==> src/rtl/instr_decoder_if.sv <==
// Bus between program ROM / fetch side and the instruction decoder.
// The fetch side (master) supplies the word and the enable; the decoder
// (slave) returns the registered fields and class flags.
interface instr_decoder_if #(
    parameter int IW = 26
);
    logic          en;
    logic [IW-1:0] instr;
    logic [4:0]    op;
    logic          is_src_im;
    logic          is_neg;
    logic [7:0]    rd_p;
    logic [2:0]    rs_p;
    logic [7:0]    im;
    logic          is_alu;
    logic          is_mem;
    logic          is_branch;
    logic          pc_inc;
    logic          illegal;

    modport master (
        output en, instr,
        input  op, is_src_im, is_neg, rd_p, rs_p, im,
               is_alu, is_mem, is_branch, pc_inc, illegal
    );

    modport slave (
        input  en, instr,
        output op, is_src_im, is_neg, rd_p, rs_p, im,
               is_alu, is_mem, is_branch, pc_inc, illegal
    );
endinterface

==> src/rtl/instr_decoder.sv <==
// Registered instruction decoder for the 8-bit ELVM-style CPU core.
// Splits a 26-bit ROM word into opcode/operand/immediate fields and derives
// class flags used by the execute stage for PC sequencing. One cycle latency.
// Optional feature: define NEG_IM_EN to have the decoder negate the
// immediate when the sign bit is set; otherwise the raw immediate passes
// through and sign handling is left to the execute stage.
module instr_decoder #(
    parameter int IW = 26
) (
    input  logic             clk,
    input  logic             rst,
    instr_decoder_if.slave   bus
);
    localparam int OP_LSB = IW - 5;

    logic [4:0] op_next;
    logic [7:0] im_next;
    logic       is_alu_next;
    logic       is_mem_next;
    logic       is_branch_next;
    logic       illegal_next;

    // Decode the opcode class flags and immediate from the incoming word.
    always_comb begin
        op_next        = bus.instr[IW-1:OP_LSB];
        is_alu_next    = (op_next <= 5'd2) || ((op_next >= 5'd8) && (op_next <= 5'd13));
        is_mem_next    = (op_next == 5'd3) || (op_next == 5'd4);
        is_branch_next = (op_next >= 5'd14) && (op_next <= 5'd20);
        illegal_next   = (op_next == 5'd7) || ((op_next >= 5'd23) && (op_next <= 5'd30));
`ifdef NEG_IM_EN
        im_next = bus.instr[19] ? (8'd0 - bus.instr[7:0]) : bus.instr[7:0];
`else
        im_next = bus.instr[7:0];
`endif
    end

    // Register fields and flags together; reset parks the stage on a nop.
    always_ff @(posedge clk or posedge rst) begin
        if (rst) begin
            bus.op        <= 5'h1F;
            bus.is_src_im <= 1'b0;
            bus.is_neg    <= 1'b0;
            bus.rd_p      <= 8'd0;
            bus.rs_p      <= 3'd0;
            bus.im        <= 8'd0;
            bus.is_alu    <= 1'b0;
            bus.is_mem    <= 1'b0;
            bus.is_branch <= 1'b0;
            bus.pc_inc    <= 1'b1;
            bus.illegal   <= 1'b0;
        end else if (bus.en) begin
            bus.op        <= op_next;
            bus.is_src_im <= bus.instr[20];
            bus.is_neg    <= bus.instr[19];
            bus.rd_p      <= bus.instr[18:11];
            bus.rs_p      <= bus.instr[10:8];
            bus.im        <= im_next;
            bus.is_alu    <= is_alu_next;
            bus.is_mem    <= is_mem_next;
            bus.is_branch <= is_branch_next;
            bus.pc_inc    <= !is_branch_next;
            bus.illegal   <= illegal_next;
        end
    end
endmodule

==> src/flat_wrapper.sv <==
// flat-port wrapper written by rule: the top's interface ports become plain ports
module instr_decoder_flat 
#(
    parameter int IW = 26
)
  (clk, rst, bus_en, bus_instr, bus_op, bus_is_src_im, bus_is_neg, bus_rd_p, bus_rs_p, bus_im, bus_is_alu, bus_is_mem, bus_is_branch, bus_pc_inc, bus_illegal);
  instr_decoder_if #(.IW(IW)) bus_i ();
  input  logic clk;
  input  logic rst;
  input wire logic [$bits(bus_i.en)-1:0] bus_en;
  input wire logic [$bits(bus_i.instr)-1:0] bus_instr;
  output wire logic [$bits(bus_i.op)-1:0] bus_op;
  output wire logic [$bits(bus_i.is_src_im)-1:0] bus_is_src_im;
  output wire logic [$bits(bus_i.is_neg)-1:0] bus_is_neg;
  output wire logic [$bits(bus_i.rd_p)-1:0] bus_rd_p;
  output wire logic [$bits(bus_i.rs_p)-1:0] bus_rs_p;
  output wire logic [$bits(bus_i.im)-1:0] bus_im;
  output wire logic [$bits(bus_i.is_alu)-1:0] bus_is_alu;
  output wire logic [$bits(bus_i.is_mem)-1:0] bus_is_mem;
  output wire logic [$bits(bus_i.is_branch)-1:0] bus_is_branch;
  output wire logic [$bits(bus_i.pc_inc)-1:0] bus_pc_inc;
  output wire logic [$bits(bus_i.illegal)-1:0] bus_illegal;
  assign bus_i.en = bus_en;
  assign bus_i.instr = bus_instr;
  assign bus_op = bus_i.op;
  assign bus_is_src_im = bus_i.is_src_im;
  assign bus_is_neg = bus_i.is_neg;
  assign bus_rd_p = bus_i.rd_p;
  assign bus_rs_p = bus_i.rs_p;
  assign bus_im = bus_i.im;
  assign bus_is_alu = bus_i.is_alu;
  assign bus_is_mem = bus_i.is_mem;
  assign bus_is_branch = bus_i.is_branch;
  assign bus_pc_inc = bus_i.pc_inc;
  assign bus_illegal = bus_i.illegal;
  instr_decoder #(.IW(IW)) u_core (.clk(clk), .rst(rst), .bus(bus_i));
endmodule
==> config.mk <==
export PLATFORM = sky130hd
export DESIGN_NAME = instr_decoder_flat
export DESIGN_NICKNAME = d
export VERILOG_FILES = /design/src/rtl/instr_decoder_if.sv /design/src/rtl/instr_decoder.sv /design/src/flat_wrapper.sv
export SDC_FILE = /design/constraint.sdc
export NUM_CORES = 1
export LEC_CHECK = 0
export CORE_ASPECT_RATIO = 1.25
export CORE_MARGIN = 10
export CORE_UTILIZATION = 40
export CTS_CLUSTER_DIAMETER = 150
export CTS_CLUSTER_SIZE = 40
export DETAILED_ROUTE_END_ITERATION = 10
export PLACE_DENSITY = 0.79
export SETUP_SLACK_MARGIN = 0.1
export SYNTH_ARGS = -nofsm -noshare
export SYNTH_HDL_FRONTEND = slang
export SYNTH_SLANG_ARGS = --single-unit
export TNS_END_PERCENT = 20
==> constraint.sdc <==
create_clock -name clk -period 1.1 [get_ports clk]
set_input_delay 0.22 -clock clk [delete_from_list [all_inputs] [get_ports clk]]
set_output_delay 0.22 -clock clk [all_outputs]
set_load 0.1 [all_outputs]
==> flow_summary.yaml <==
pwr:
  ir_drop_mv: 0.973
  pwr_density_cell_nw_per_um2: 1560
  leakagePower_nw: 0.999
worst_setup_path:
  crit_path_end_kind: "primary output"
  crit_family: "flip-flops"
  crit_path_start_kind: "flop"
  critPathKind: "reg2out"
  path_max_fanout: 2
  slowest_delay_ns: 0.58
  cp_cell_sequence: "buf_12"
  cp.required_ns: 0.88
  arrival_ns: 1.08
  path_buf_inv: 1
  slowest_stage: "dfstp_2"
logic_synthesis:
  netlist-cell-type-count: 19
  ys_seq_area_share_pct: 62.2
  ys_top_cells_by_area: "dfrtp_1 (50%), mux2_2 (23%), dfstp_2 (13%), buf_6 (2.7%), inv_1 (1.5%)"
  ys_async_sr_fraction_pct: 100
  yosysTopAreaCell: "dfrtp_1"
  synthTopCellsByCount: "mux2_2 (26), dfrtp_1 (25), dfstp_2 (6)"
  synth_cells: 85
  synth_compound_area_share_pct: 6.36
  synth_top_family_by_area: "multiplexers"
  synth_seq_cells: 31
  syn_avg_cell_area_um2: 14.8
  synth_fa_ha_area_share_pct: 0
  yosysMostFrequentCell: "mux2_2"
  synth_top_area_share_pct: 49.7
  synth-edff-count: 0
  synthMuxAreaShare_pct: 23.3
  yosysWarnings: 0
  synth_xor_xnor_area_share_pct: 0
  syn_area_um2: 1260
  synth_ff_type: "dfrtp_1"
  syn-num-nets: 114
  synthSimpleGateAreaFrac_pct: 3.58
drt:
  drcViolationCount: 0
  drt_wl_total_um: 3480
  detail_route.first_pass.iterations: 4
  drtIter0Drc: 37
  drtAntennaViolNets: 0
  num_vias: 959
  vias_per_cell: 4.94
  wire_per_inst_um: 17.9
floorplanning:
  coreArea_um2: 2970
  die_y_um: 82.7
  start_util_pct: 42.3
  ios: 60
  core.rowCount: 22
  dieArea_um2: 5800
  die_x_um: 70.2
clocking:
  cts_sinks: 31
  cts_tree: "done"
  clock_latency_ns: 0.32
  cts.clk_slew.worst_paths_ns: 0.09
  cts-root-buf: "clkbuf_4"
  cts-hold-fix-buffers: 0
  clk_path_buf_depth: 2
  htreeDepth: 2
  cts_buffers: 5
layout:
  nets: 186
  n_antenna_cell: 0
  drive_gt1_share_pct: 65.2
  fill_cells: 170
  final_cells: 194
  area_growth_pct: 89.0
  regArea_um2: 838
  multi_input_area_um2: 432
  final_core_utilization_pct: 80.0
run_status:
  status: "finished with violations"
  violations: "negative setup slack"
sta:
  hold_viol_final: 0
  post-route-period-util_pct: 118
  grt_setup_unrepaired: "yes"
  fin_skew_ns: 0
  worst_slew_margin_rel_pct: 80.3
  max_freq_mhz: 768
  final.min_clock_period_ns: 1.30
  tns_ns: -3.07
  setup_viol: 31
  finalMaxSlewViolations: 0
  layout_setup_ws_ns: -0.203
  worstMarginPinSlew_ns: 0.295
place:
  hpwl_um: 2800
  pre_cts_ws_ns: -0.378
  globalplace.congestion: 0.733
  port_buffers: 59
  post-place-cells: 184
global_route:
  antenna_found_initial: 0
  grt_max_degree: 36
  overflow: 0
  grt_pass1_wl_um: 5650
  grt_pass1_vias: 1073
  grtUsageTotal_pct: 12.6
run:
  max_cap_viol_count: 0
worst_hold_path:
  hold_class: "in2async"
## registers in the layout, summed over array words and instances, names as in the netlist
register	count
u_core.bus.op	5
u_core.bus.pc_inc	1
u_core.bus.is_mem	1
u_core.bus.im	8
u_core.bus.is_neg	1
u_core.bus.is_branch	1
u_core.bus.is_alu	1
u_core.bus.is_src_im	1
u_core.bus.rd_p	8
u_core.bus.illegal	1
u_core.bus.rs_p	3
## metrics by stage
stage	cell area [um2]	hold slack [ns]	power (mW)
2_1_floorplan	1310	0.319	2.40
3_5_place_dp	2310	0.492	3.13
3_3_place_gp	2310	0.480	3.11
5_1_grt	2380	0.210	3.87
4_1_cts	2370	0.222	3.76
6_report	2380	0.233	3.72
## placed cells by master (no fill, tap or decap), drive strengths merged
cell,netlist,routed
dfstp,6,6
buf,4,41
clkdlybuf4s50,0,23
and3,1,1
a21oi,2,2
nor2,2,2
dlygate4sd2,0,5
dfrtp,25,25
o22a,1,1
o21ai,3,3
o22ai,1,1
o21a,2,2
inv,5,5
and3b,1,1
clkinv,0,1
nand3,1,1
o311ai,1,1
mux2,26,26
nand4b,1,1
nand2,2,2
o2111ai,1,1
clkbuf,0,7
## layout make-up
| cell class | instances | area share (%) |
|---|---|---|
| Timing Repair Buffer | 69 | 41.8 |
| Sequential cell | 31 | 35.2 |
| Multi-Input combinational cell | 45 | 18.1 |
| Clock buffer | 7 | 1.89 |
| Tap cell | 36 | 1.89 |
| Inverter | 5 | 0.789 |
| Clock inverter | 1 | 0.210 |
## where the power goes
part	internal, mW	leakage, nW	switching (mW)	total (mW)
logic	0.656	0.632	1.02	1.68
registers	1.30	0.337	0.122	1.43
clock network	0.249	0.0293	0.366	0.614
total	2.21	0.999	1.51	3.72
## cells by family (layout without fill, tap and decap cells)
kind of cell,count (synthesis),in the layout
and+or+nand+nor,8,8
buffers and inverters,9,82
AOI/OAI and AO/OA,11,11
DFF,31,31
muxes,26,26
## final timing paths
check	cells past startpoint	start	endpoint	slack, ns
min in group clk	3	bus_en	u_core.bus.pc_inc	0.46
min	3	rst	u_core.bus.im[3]	0.23
min reg2reg	2	u_core.bus.pc_inc	u_core.bus.pc_inc	0.49
max	1	u_core.bus.op[3]	bus_op[3]	-0.20
max in group asynchronous	3	rst	u_core.bus.op[0]	0.62
max reg2reg	2	u_core.bus.is_neg	u_core.bus.is_neg	0.09
## worst reg2reg max path, cell delays in order, from the launching register on
cell,delay [ns]
dfrtp_4,0.51
buf_4,0.14
mux2_2,0.26
## metal layers
metal | global-route usage (%) | part of all wire, % | up-vias
li1 | - | - | 442
met1 | 12.5 | 38 | 473
met2 | 22.3 | 54 | 42
met3 | 5.37 | 6.5 | 2
met4 | 6.52 | 1.2 | 0
met5 | 0 | 0 | -
## what timing repair did
item                                    in CTS  in global routing
pin swaps                                    1                  0
buffers inserted                             2                  0
gates resized for setup                      6                  2
endpoints found under the setup margin      62                 35
Power figures use the tool's default switching activity.
